## config.mk

```make
export PLATFORM = sky130hd
export DESIGN_NAME = spm_processing_unit_p_flat
export DESIGN_NICKNAME = d
export VERILOG_FILES = /design/src/rtl/spm_pkg.sv /design/src/rtl/spm_processing_unit_p_if.sv /design/src/rtl/spm_seq_multiplier.sv /design/src/rtl/spm_processing_unit_p.sv /design/src/flat_wrapper.sv
export SDC_FILE = /design/constraint.sdc
export NUM_CORES = 1
export LEC_CHECK = 0
export CORE_ASPECT_RATIO = 1.75
export CORE_MARGIN = 2
export CORE_UTILIZATION = 30
export DETAILED_ROUTE_END_ITERATION = 7
export SYNTH_ARGS = -nofsm -noshare
export SYNTH_HDL_FRONTEND = slang
export SYNTH_SLANG_ARGS = --single-unit
```

## constraint.sdc

```tcl
create_clock -name clk -period 5.2 [get_ports clk]
set_input_delay 0.52 -clock clk [delete_from_list [all_inputs] [get_ports clk]]
set_output_delay 0.52 -clock clk [all_outputs]
set_load 0.005 [all_outputs]
```

## src/rtl/spm_pkg.sv

```systemverilog
// Shared definitions for the stored-program machine processing unit:
// ALU opcodes, Bus_2 source encodings, flag bundle and multiplier states.
package spm_pkg;

   localparam logic [3:0] OP_NOP = 4'd0;
   localparam logic [3:0] OP_ADD = 4'd1;
   localparam logic [3:0] OP_SUB = 4'd2;
   localparam logic [3:0] OP_AND = 4'd3;
   localparam logic [3:0] OP_NOT = 4'd4;
   localparam logic [3:0] OP_RD  = 4'd5;
   localparam logic [3:0] OP_WR  = 4'd6;
   localparam logic [3:0] OP_BR  = 4'd7;
   localparam logic [3:0] OP_BRZ = 4'd8;
   localparam logic [3:0] OP_OR  = 4'd9;
   localparam logic [3:0] OP_XOR = 4'd10;
   localparam logic [3:0] OP_SHL = 4'd11;
   localparam logic [3:0] OP_SHR = 4'd12;

   localparam logic [1:0] B2_ALU  = 2'd0;
   localparam logic [1:0] B2_BUS1 = 2'd1;
   localparam logic [1:0] B2_MEM  = 2'd2;
   localparam logic [1:0] B2_PROD = 2'd3;

   typedef struct packed {
      logic zero;
      logic carry;
      logic negative;
      logic overflow;
   } spm_flags_t;

   typedef enum logic [1:0] {
      MUL_IDLE,
      MUL_RUN,
      MUL_DONE
   } mul_state_e;

endpackage

```

## src/rtl/spm_processing_unit_p_if.sv

```systemverilog
// Memory-unit bus and multiplier handshake of the processing unit.
// The master side is the control/memory environment; the slave side is the unit.
interface spm_processing_unit_p_if #(
   parameter int WORD_W = 8
);
   logic [WORD_W-1:0] memory_word;
   logic [WORD_W-1:0] instruction;
   logic [WORD_W-1:0] address;
   logic              mul_start;
   logic              mul_busy;
   logic              mul_done;
   logic [WORD_W-1:0] mul_hi;

   modport master (
      output memory_word, mul_start,
      input  instruction, address, mul_busy, mul_done, mul_hi
   );

   modport slave (
      input  memory_word, mul_start,
      output instruction, address, mul_busy, mul_done, mul_hi
   );
endinterface

```

## src/rtl/spm_seq_multiplier.sv

```systemverilog
// Iterative unsigned shift-add multiplier, one multiplier bit per cycle,
// with a start/busy/done handshake. Product holds until the next completion.
module spm_seq_multiplier
   import spm_pkg::*;
#(
   parameter int WORD_W = 8
) (
   input  logic                  clk,
   input  logic                  rst,
   input  logic                  start,
   input  logic [WORD_W-1:0]     op_a,
   input  logic [WORD_W-1:0]     op_b,
   output logic                  busy,
   output logic                  done,
   output logic [2*WORD_W-1:0]   product
);
   localparam int CNT_W = $clog2(WORD_W + 1);

   mul_state_e          state_q, state_d;
   logic [CNT_W-1:0]    count_q, count_d;
   logic [WORD_W-1:0]   mcand_q, mcand_d;
   logic [2*WORD_W-1:0] acc_q, acc_d;
   logic [2*WORD_W-1:0] product_q, product_d;
   logic [WORD_W:0]     partial;

   // Accumulator starts as {0, multiplier}; each step adds the multiplicand
   // into the upper half when the current LSB is set, then shifts right.
   always_comb begin
      // NOTE: every combinational output gets a default first so no path leaves it unassigned (no latch).
      state_d   = state_q;
      count_d   = count_q;
      mcand_d   = mcand_q;
      acc_d     = acc_q;
      product_d = product_q;
      partial   = {1'b0, acc_q[2*WORD_W-1:WORD_W]}
                + (acc_q[0] ? {1'b0, mcand_q} : '0);
      case (state_q)
         MUL_IDLE: begin
            if (start) begin
               mcand_d = op_a;
               acc_d   = {{WORD_W{1'b0}}, op_b};
               count_d = CNT_W'(WORD_W);
               state_d = MUL_RUN;
            end
         end
         MUL_RUN: begin
            if (count_q != '0) begin
               acc_d   = {partial, acc_q[WORD_W-1:1]};
               count_d = count_q - 1'b1;
            end else begin
               product_d = acc_q;
               state_d   = MUL_DONE;
            end
         end
         MUL_DONE: state_d = MUL_IDLE;
         default:  state_d = MUL_IDLE;
      endcase
   end

   // NOTE: sequential state uses non-blocking assignments so all flops update together at the edge.
   always_ff @(posedge clk or negedge rst) begin
      if (!rst) begin
         state_q   <= MUL_IDLE;
         count_q   <= '0;
         mcand_q   <= '0;
         acc_q     <= '0;
         product_q <= '0;
      end else begin
         state_q   <= state_d;
         count_q   <= count_d;
         mcand_q   <= mcand_d;
         acc_q     <= acc_d;
         product_q <= product_d;
      end
   end

   assign busy    = (state_q == MUL_RUN);
   assign done    = (state_q == MUL_DONE);
   assign product = product_q;

endmodule

```

## src/rtl/spm_processing_unit_p.sv

```systemverilog
// Next-generation processing unit: register file, PC/IR/address/Reg_Y,
// Z/C/N/V flags, extended ALU and an attached sequential multiplier.
module spm_processing_unit_p
   import spm_pkg::*;
#(
   parameter  int WORD_W   = 8,
   parameter  int OP_W     = 4,
   parameter  int NUM_REGS = 4,
   localparam int SEL_W    = $clog2(NUM_REGS)
) (
   input  logic                clk,
   input  logic                rst,
   input  logic                reg_we,
   input  logic [SEL_W-1:0]    reg_wsel,
   input  logic [SEL_W:0]      bus1_sel,
   input  logic [1:0]          bus2_sel,
   input  logic                load_pc,
   input  logic                inc_pc,
   input  logic                load_ir,
   input  logic                load_addr,
   input  logic                load_y,
   input  logic                load_flags,
   output logic                zero,
   output logic                carry,
   output logic                negative,
   output logic                overflow,
   spm_processing_unit_p_if.slave bus
);
   localparam int MSB = WORD_W - 1;

   logic [WORD_W-1:0]   regs_q [NUM_REGS];
   logic [WORD_W-1:0]   regs_d [NUM_REGS];
   logic [WORD_W-1:0]   pc_q, pc_d, ir_q, ir_d, addr_q, addr_d, y_q, y_d;
   spm_flags_t          flags_q, flags_d, alu_flags;
   logic [WORD_W-1:0]   bus1, bus2, alu_res;
   logic [WORD_W:0]     sum, diff;
   logic [OP_W-1:0]     opcode;
   logic [SEL_W-1:0]    rd_idx;
   logic [2*WORD_W-1:0] product;

   assign opcode = ir_q[WORD_W-1 -: OP_W];
   assign rd_idx = bus1_sel[SEL_W-1:0];

   always_comb begin
      bus1 = '0;
      if (bus1_sel[SEL_W])
         bus1 = pc_q;
      else if (int'(rd_idx) < NUM_REGS)
         bus1 = regs_q[rd_idx];
   end

   // ALU: A = Bus_1, B = Reg_Y. Carry doubles as borrow for SUB.
   always_comb begin
      sum       = {1'b0, bus1} + {1'b0, y_q};
      diff      = {1'b0, bus1} - {1'b0, y_q};
      alu_res   = '0;
      alu_flags = '0;
      case (opcode)
         OP_ADD: begin
            alu_res            = sum[MSB:0];
            alu_flags.carry    = sum[WORD_W];
            alu_flags.overflow = (bus1[MSB] == y_q[MSB]) && (alu_res[MSB] != bus1[MSB]);
         end
         OP_SUB: begin
            alu_res            = diff[MSB:0];
            alu_flags.carry    = diff[WORD_W];
            alu_flags.overflow = (bus1[MSB] != y_q[MSB]) && (alu_res[MSB] != bus1[MSB]);
         end
         OP_AND: alu_res = bus1 & y_q;
         OP_NOT: alu_res = ~bus1;
         OP_OR:  alu_res = bus1 | y_q;
         OP_XOR: alu_res = bus1 ^ y_q;
         OP_SHL: begin
            alu_res         = {bus1[MSB-1:0], 1'b0};
            alu_flags.carry = bus1[MSB];
         end
         OP_SHR: begin
            alu_res         = {1'b0, bus1[MSB:1]};
            alu_flags.carry = bus1[0];
         end
         default: alu_res = '0;
      endcase
      alu_flags.zero     = (alu_res == '0);
      alu_flags.negative = alu_res[MSB];
   end

   always_comb begin
      case (bus2_sel)
         B2_ALU:  bus2 = alu_res;
         B2_BUS1: bus2 = bus1;
         B2_MEM:  bus2 = bus.memory_word;
         default: bus2 = product[WORD_W-1:0];
      endcase
   end

   always_comb begin
      regs_d = regs_q;
      if (reg_we && (int'(reg_wsel) < NUM_REGS))
         regs_d[reg_wsel] = bus2;
      if (load_pc)     pc_d = bus2;
      else if (inc_pc) pc_d = pc_q + 1'b1;
      else             pc_d = pc_q;
      ir_d    = load_ir    ? bus2      : ir_q;
      addr_d  = load_addr  ? bus2      : addr_q;
      y_d     = load_y     ? bus2      : y_q;
      flags_d = load_flags ? alu_flags : flags_q;
   end

   // NOTE: the register file is reset with the other state because software relies on R0..Rn reading 0 after reset.
   always_ff @(posedge clk or negedge rst) begin
      if (!rst) begin
         regs_q  <= '{default: '0};
         pc_q    <= '0;
         ir_q    <= '0;
         addr_q  <= '0;
         y_q     <= '0;
         flags_q <= '0;
      end else begin
         regs_q  <= regs_d;
         pc_q    <= pc_d;
         ir_q    <= ir_d;
         addr_q  <= addr_d;
         y_q     <= y_d;
         flags_q <= flags_d;
      end
   end

   spm_seq_multiplier #(.WORD_W(WORD_W)) u_mul (
      .clk     (clk),
      .rst     (rst),
      .start   (bus.mul_start),
      .op_a    (y_q),
      .op_b    (bus1),
      .busy    (bus.mul_busy),
      .done    (bus.mul_done),
      .product (product)
   );

   assign bus.instruction = ir_q;
   assign bus.address     = addr_q;
   assign bus.mul_hi      = product[2*WORD_W-1:WORD_W];
   assign zero            = flags_q.zero;
   assign carry           = flags_q.carry;
   assign negative        = flags_q.negative;
   assign overflow        = flags_q.overflow;

endmodule

```

## src/flat_wrapper.sv

```systemverilog
// flat-port wrapper written by rule: the top's interface ports become plain ports
module spm_processing_unit_p_flat import spm_pkg::*;
#(
   parameter  int WORD_W   = 8,
   parameter  int OP_W     = 4,
   parameter  int NUM_REGS = 4,
   localparam int SEL_W    = $clog2(NUM_REGS)
)
  (clk, rst, reg_we, reg_wsel, bus1_sel, bus2_sel, load_pc, inc_pc, load_ir, load_addr, load_y, load_flags, zero, carry, negative, overflow, bus_memory_word, bus_mul_start, bus_instruction, bus_address, bus_mul_busy, bus_mul_done, bus_mul_hi);
  spm_processing_unit_p_if #(.WORD_W(WORD_W)) bus_i ();
  input  logic clk;
  input  logic rst;
  input  logic reg_we;
  input  logic [SEL_W-1:0] reg_wsel;
  input  logic [SEL_W:0] bus1_sel;
  input  logic [1:0] bus2_sel;
  input  logic load_pc;
  input  logic inc_pc;
  input  logic load_ir;
  input  logic load_addr;
  input  logic load_y;
  input  logic load_flags;
  output logic zero;
  output logic carry;
  output logic negative;
  output logic overflow;
  input wire logic [$bits(bus_i.memory_word)-1:0] bus_memory_word;
  input wire logic [$bits(bus_i.mul_start)-1:0] bus_mul_start;
  output wire logic [$bits(bus_i.instruction)-1:0] bus_instruction;
  output wire logic [$bits(bus_i.address)-1:0] bus_address;
  output wire logic [$bits(bus_i.mul_busy)-1:0] bus_mul_busy;
  output wire logic [$bits(bus_i.mul_done)-1:0] bus_mul_done;
  output wire logic [$bits(bus_i.mul_hi)-1:0] bus_mul_hi;
  assign bus_i.memory_word = bus_memory_word;
  assign bus_i.mul_start = bus_mul_start;
  assign bus_instruction = bus_i.instruction;
  assign bus_address = bus_i.address;
  assign bus_mul_busy = bus_i.mul_busy;
  assign bus_mul_done = bus_i.mul_done;
  assign bus_mul_hi = bus_i.mul_hi;
  spm_processing_unit_p #(.WORD_W(WORD_W), .OP_W(OP_W), .NUM_REGS(NUM_REGS)) u_core (.clk(clk), .rst(rst), .reg_we(reg_we), .reg_wsel(reg_wsel), .bus1_sel(bus1_sel), .bus2_sel(bus2_sel), .load_pc(load_pc), .inc_pc(inc_pc), .load_ir(load_ir), .load_addr(load_addr), .load_y(load_y), .load_flags(load_flags), .zero(zero), .carry(carry), .negative(negative), .overflow(overflow), .bus(bus_i));
endmodule
```

==> flow_summary.ini, run 1 <==
[floorplan]
rows = 73
fp.dieH_um = 205.0
dieArea_um2 = 24380
pin_count = 55
coreArea_um2 = 22740
floorplan.initialDensity = 0.3047
die_w_um = 118.9

[critical_path]
timing.rr.end = u_core.zero$_DFFE_PN0P_
critical-path-slowest-cell = clkdlybuf4s50_1
max_stage_delay_ns = 0.59
worst-r2r-cell-count = 13
r2r_slack_ns = 1.29
cp-start-kind = primary input
regToRegStartpoint = u_core.regs_q[0]$_DFFE_PN0P_
endpoint = u_core.zero$_DFFE_PN0P_
crit_fanout = 6
cp_cell_sequence = clkdlybuf4s50_1, mux4_2, mux2_2, inv_1, ha_1, inv_1, fa_1, mux2_2, a21oi_1, o221ai_1, a221o_1, or3_1, or4_1, o41ai_2
cp-end-kind = flop
path_class = in2reg
required_ns = 5.52
crit_start = bus1_sel[0]
worstPathArrival_ns = 4.60

[clocking]
clk_latency_ns = 0.41
clock-sinks = 114
cts_hold_buf = 0
cts_tree = done
cts.clk_slew.worst_paths_ns = 0.06
numCtsBuffers = 17
cts_max_level = 4
post-cts-setup-buffers = 0
ctsResizeCount = 0
root_buffer = clkbuf_16
clk_path_buf_depth = 2

[job]
cap_violations = 0

[synthesis]
yosys_most_used_dff = dfrtp_1
synth_edf_count = 0
syn_nets = 813
yosysSeqAreaShare = 0.4117
synth_warnings = 0
ys_types = 75
syn_area_per_cell_um2 = 9.338
ys_seq_elements = 114
synthArstFlopShare = 1.000
synth_cells = 742
syn-cell-area_um2 = 6929

[power]
switching_share = 0.3890
pwr-share-comb = 0.412
p_switching_mw = 1.744
ir_drop_mv = 0.2947
power.leakage_nw = 3.715
clkPwrFrac = 0.263
p_int_mw = 2.739
finalPower_mw = 4.482
power_density_nw_per_um2 = 535.0
p_seq_frac = 0.325

[sta]
rsz0062_at_grt = false
finalHoldViolCount = 0
clock_skew_ns = 0.007641
period_needed_ns = 4.284
max_freq_mhz = 233.4
relSlewSlack = 0.3858
slew_violations = 0
fin_tns_setup_ns = 0
finalSetupViolCount = 0
hold_ws_ns = 0.2484
fin_crit_sh = 0.8238
tightestPinTransition_ns = 0.9213

[detailed_routing]
drt-total-wl_um = 20310
num_vias = 5679
wire_per_inst_um = 18.32
remaining_drc_errors = 0
drtPass1Iterations = 5
via_per_inst = 5.121
postRouteAntennaNets = 0
drt_iter0_markers = 280

[cells_and_area]
n_antenna_cell = 0
drive_gt1_frac = 0.1199
final_cell_mix = 114 x dfrtp_1, 100 x nand2_1, 72 x a21oi_1
multi_input_area_um2 = 3717
post-route-util = 0.3684
fillers = 2297
final_common_cell = dfrtp_1
nets = 867
regArea_um2 = 2853
syn2layout_area_growth_pct = 20.91

[placement]
place_congestion = 0.9751
hpwl_um = 15010
portBuffers = 54

[grt]
grt_pass1_vias = 5859
grt-ovfl-total = 0
antenna_found_initial = 0
track_usage = 0.1728
grt_max_degree = 75
grt_pass1_wl_um = 32200

[status]
outcome = completed

[worst_hold_path]
hp-class = in2async
==> through the flow <==
step	area (um^2)	cells	setup WS (ns)
global route	8378	1109	0.7476
CTS	8378	1109	0.9250
floorplan	6929	742	1.185
global placement	7787	1077	0.5189
finish	8378	1109	0.9161
detailed placement	7787	1077	0.5023
==> Yosys cell counts (4+ instances only) <==
master	count	area share
dfrtp_1	114	0.41
nand2_1	100	0.054
a21oi_1	72	0.052
nor2_1	70	0.038
ha_1	44	0.079
o21ai_0	41	0.030
inv_1	27	0.015
nand3_1	26	0.019
clkbuf_1	23	0.012
mux2_2	15	0.024
xnor2_1	13	0.016
a22oi_1	11	0.012
xor2_1	10	0.013
and2_1	9	0.0081
buf_4	9	0.0098
a311oi_1	8	0.010
mux2i_1	8	0.012
nand2b_1	8	0.0072
o21bai_1	7	0.0076
buf_1	6	0.0033
nor2b_1	6	0.0054
o31ai_1	6	0.0065
a21o_1	5	0.0054
nor3b_1	5	0.0054
a221oi_1	4	0.0051
a22o_1	4	0.0051
a31oi_1	4	0.0036
clkbuf_8	4	0.0079
mux4_1	4	0.015
mux4_2	4	0.013
o2bb2ai_1	4	0.0051
==> power groups by stage <==
stage / registers, mW / logic (mW) / clock network, mW
2_1_floorplan: 1.36 / 1.32 / 0
4_1_cts: 1.46 / 1.86 / 1.20
3_3_place_gp: 1.46 / 1.82 / 0
5_1_grt: 1.50 / 2.05 / 1.25
3_5_place_dp: 1.47 / 1.84 / 0
6_report: 1.46 / 1.85 / 1.18
==> area by class of cell <==
| class | instances | area share |
|---|---|---|
| clock buffer | 18 | 0.05242 |
| inverter | 31 | 0.01389 |
| tap | 300 | 0.04480 |
| clock inverter | 14 | 0.01807 |
| multi-input combinational | 553 | 0.4437 |
| sequential | 114 | 0.3405 |
| timing repair buffer | 79 | 0.08662 |
==> cell families (layout without fill, tap and decap cells) <==
| family | after synthesis | after routing | share of synthesized area |
|---|---|---|---|
| and+or+nand+nor | 252 | 252 | 0.1669 |
| DFF | 114 | 114 | 0.4117 |
| xor gates and xnor gates | 23 | 23 | 0.02907 |
| muxes | 35 | 35 | 0.07349 |
| adders and majority gates | 46 | 46 | 0.08523 |
| buffers and inverters | 75 | 142 | 0.05254 |
| AOI/OAI and AO/OA | 197 | 197 | 0.1811 |
==> flip-flops by register name, indices dropped and copies added, names as in the netlist <==
signal and cells:
u_core.bus.address 8, u_core.bus.instruction 8, u_core.carry 1, u_core.negative 1
u_core.overflow 1, u_core.pc_q 8, u_core.regs_q 32, u_core.u_mul.acc_q 16
u_core.u_mul.count_q 4, u_core.u_mul.mcand_q 8, u_core.u_mul.product 16, u_core.u_mul.state_q 2
u_core.y_q 8, u_core.zero 1
==> how the worst min path moves through the flow <==
stage	from	endpoint	cells past startpoint
global placement	u_core.regs_q[11]$_DFFE_PN0P_	u_core.regs_q[11]$_DFFE_PN0P_	2
finish	rst	u_core.u_mul.product[15]$_DFFE_PN0P_	1
floorplan	rst	u_core.bus.address[0]$_DFFE_PN0P_	0
global route	rst	u_core.u_mul.product[15]$_DFFE_PN0P_	1
CTS	rst	u_core.u_mul.count_q[1]$_DFFE_PN0P_	1
detailed placement	u_core.u_mul.product[14]$_DFFE_PN0P_	u_core.u_mul.product[14]$_DFFE_PN0P_	2
==> routing by layer <==
layer  share of wire  up-vias  wire length, um  global-route usage
met5               0        -                0                   0
met4           0.054        0             1088              0.1050
met3           0.029       55              598             0.03202
met2            0.54      143            10890              0.3167
met1            0.38     2754             7734              0.1811
li1                -     2727                -                   -
==> critical path: cells and delay by family <==
family          cells  cell delay [ns]
mux                 3             1.13
simple gates        2             0.85
compound gates      4             0.77
buf+inv             3             0.75
fa+ha+maj           2             0.59
No activity file was read; power rests on OpenSTA's default activity.
==> inputs of run 2 (changes only) <==
==> constraint.sdc (replaced) <==
create_clock -name clk -period 3.5 [get_ports clk]
set_input_delay 0.35 -clock clk [delete_from_list [all_inputs] [get_ports clk]]
set_output_delay 0.35 -clock clk [all_outputs]
set_load 0.005 [all_outputs]
==> run 2 against run 1 <==
Against the previous run: the flow now finishes with violations (negative hold slack, negative setup slack); clock skew rose by 0.0016 ns; final area rose by 8.7%; critical path type is now reg2reg; flip-flop and latch count did not move.
==> flow_summary.ini, run 2 (synthesis results as in run 1) <==
[cells_and_area]
nets = 935
regMostFlops = u_core.regs_q
multi_input_area_um2 = 3894
regArea_um2 = 2853
drive_gt1_frac = 0.2292
final_common_cell = dfrtp_1
post-route-util = 0.4005
instances_no_fill = 1177
n_antenna_cell = 0
largest_reg_flops = 32
final_cell_mix = 114 x dfrtp_1, 100 x nand2_1, 88 x buf_4
final_area_um2 = 9107
syn2layout_area_growth_pct = 31.44
fillers = 2261

[clocking]
clk_latency_ns = 0.42
clock-sinks = 114
cts_tree = done
numCtsBuffers = 17
root_buffer = clkbuf_16
cts_max_level = 4
clk_path_buf_depth = 2
cts.clk_slew.worst_paths_ns = 0.06

[critical_path]
path_class = reg2reg
cp_cell_sequence = mux4_2, mux2_4, inv_4, ha_4, inv_2, fa_2, mux2_4, a21oi_2, o221ai_1, a221o_1, or3_4, or4_4, o41ai_4
r2r_slack_ns = -0.18
cp-end-kind = flop
required_ns = 3.82
worstPathArrival_ns = 4.00
crit_fanout = 2
cpMostUsedCell = mux2_4
regToRegStartpoint = u_core.regs_q[0]$_DFFE_PN0P_
cp-start-kind = flop
critical-path-slowest-cell = mux4_2
crit_start = u_core.regs_q[0]$_DFFE_PN0P_
worst-r2r-cell-count = 13
max_stage_delay_ns = 0.46

[worst_hold_path]
hp-class = in2async

[floorplan]
dieArea_um2 = 24380
rows = 73
fp.dieH_um = 205.0
floorplan.initialDensity = 0.3047
pin_count = 55
coreArea_um2 = 22740
die_w_um = 118.9

[detailed_routing]
drt-total-wl_um = 20900
drtPass1Iterations = 5
remaining_drc_errors = 0
via_per_inst = 5.096
drt_iter0_markers = 363
num_vias = 5998
wire_per_inst_um = 17.76
postRouteAntennaNets = 0

[status]
violations = negative hold slack, negative setup slack
outcome = finished, violations left

[placement]
placed_cell_area_um2 = 8304
hpwl_um = 15690
place_ws_ns = -0.8793
place_congestion = 0.9533
portBuffers = 54
place_inst = 1141

[sta]
slew_violations = 0
rsz0062_at_grt = true
clock_skew_ns = 0.009272
fin_tns_setup_ns = -0.2663
finalSetupViolCount = 8
max_freq_mhz = 271.8
period_needed_ns = 3.680
hold_ws_ns = -0.002983
fin_crit_sh = 1.051
finalHoldViolCount = 2
final.setup.worst_slack_ns = -0.1799
relSlewSlack = 0.3682
tightestPinTransition_ns = 0.9457

[grt]
antenna_found_initial = 0
grt-ovfl-total = 0
grt_pass1_wl_um = 33760
grt_pass1_vias = 6221
grt_max_degree = 61
track_usage = 0.1789

[power]
finalPower_mw = 7.277
power.leakage_nw = 4.096
p_switching_mw = 2.784
p_int_mw = 4.493
ir_drop_mv = 0.2563
clkPwrFrac = 0.238
pwr-share-comb = 0.467
switching_share = 0.3826
p_seq_frac = 0.295
power_density_nw_per_um2 = 799.0

[job]
cap_violations = 0
## run 2: cell types whose count changed in the layout (fill, tap and decap cells not counted), sizes merged
cell           previous run  this run
buf                      26        94
clkdlybuf4s50            53        52
clkinvlp                  2         3
dlygate4sd2               0         1
inv                      33        32
## run 2: power groups by stage
| stage | registers (mW) | logic, mW | clock network [mW] |
|---|---|---|---|
| 2_1_floorplan | 2.01 | 1.97 | 0 |
| 3_3_place_gp | 2.15 | 3.15 | 0 |
| 6_report | 2.14 | 3.40 | 1.74 |
| 3_5_place_dp | 2.15 | 3.19 | 0 |
| 4_1_cts | 2.14 | 3.30 | 1.77 |
| 5_1_grt | 2.20 | 3.76 | 1.84 |
## run 2: metal layers
layer	up-vias	GRT usage	routed length, um
li1	2874	-	-
met1	2914	0.1937	7922
met2	158	0.3272	11200
met3	52	0.02673	660
met4	0	0.1050	1111
met5	-	0	0
## run 2: repair_timing
action | in CTS | in global routing
pin swaps | 8 | 11
setup buffers | 2 | 4
hold buffers | 0 | 0
gates resized for setup | 18 | 34
endpoints found under the setup margin | 66 | 52
cloned | 0 | 0
## run 2: critical path, delay by kind of cell (launching register included)
family,cells,cell delay [ns]
muxes,3,1.05
and+or+nand+nor,2,0.77
AOI/OAI and AO/OA,4,0.76
adders and majority gates,2,0.53
DFF,1,0.37
buffers and inverters,2,0.10
## run 2: area by class of cell
type | count | area share
multi-input combinational | 553 | 0.4275
sequential | 114 | 0.3132
timing repair buffer | 147 | 0.1410
clock buffer | 18 | 0.04712
tap | 300 | 0.04121
clock inverter | 14 | 0.01690
inverter | 31 | 0.01305
## run 2: path summary, 6_finish.rpt
path	to
min reg2reg	u_core.u_mul.product[13]$_DFFE_PN0P_
min	u_core.u_mul.product[15]$_DFFE_PN0P_
max in group asynchronous	u_core.negative$_DFFE_PN0P_
max reg2reg	u_core.zero$_DFFE_PN0P_
max	u_core.zero$_DFFE_PN0P_
min in group clk	u_core.u_mul.product[13]$_DFFE_PN0P_
==> inputs of run 3 (changes only) <==
--- a/config.mk
+++ b/config.mk
@@ -8,7 +8,9 @@
 export CORE_ASPECT_RATIO = 1.75
 export CORE_MARGIN = 2
 export CORE_UTILIZATION = 30
+export CTS_CLUSTER_SIZE = 12
 export DETAILED_ROUTE_END_ITERATION = 7
+export SKIP_LAST_GASP = 1
 export SYNTH_ARGS = -nofsm -noshare
 export SYNTH_HDL_FRONTEND = slang
 export SYNTH_SLANG_ARGS = --single-unit
==> results of run 3 <==
Same layout as run 2: the final DEF is identical, and so are final timing and power.
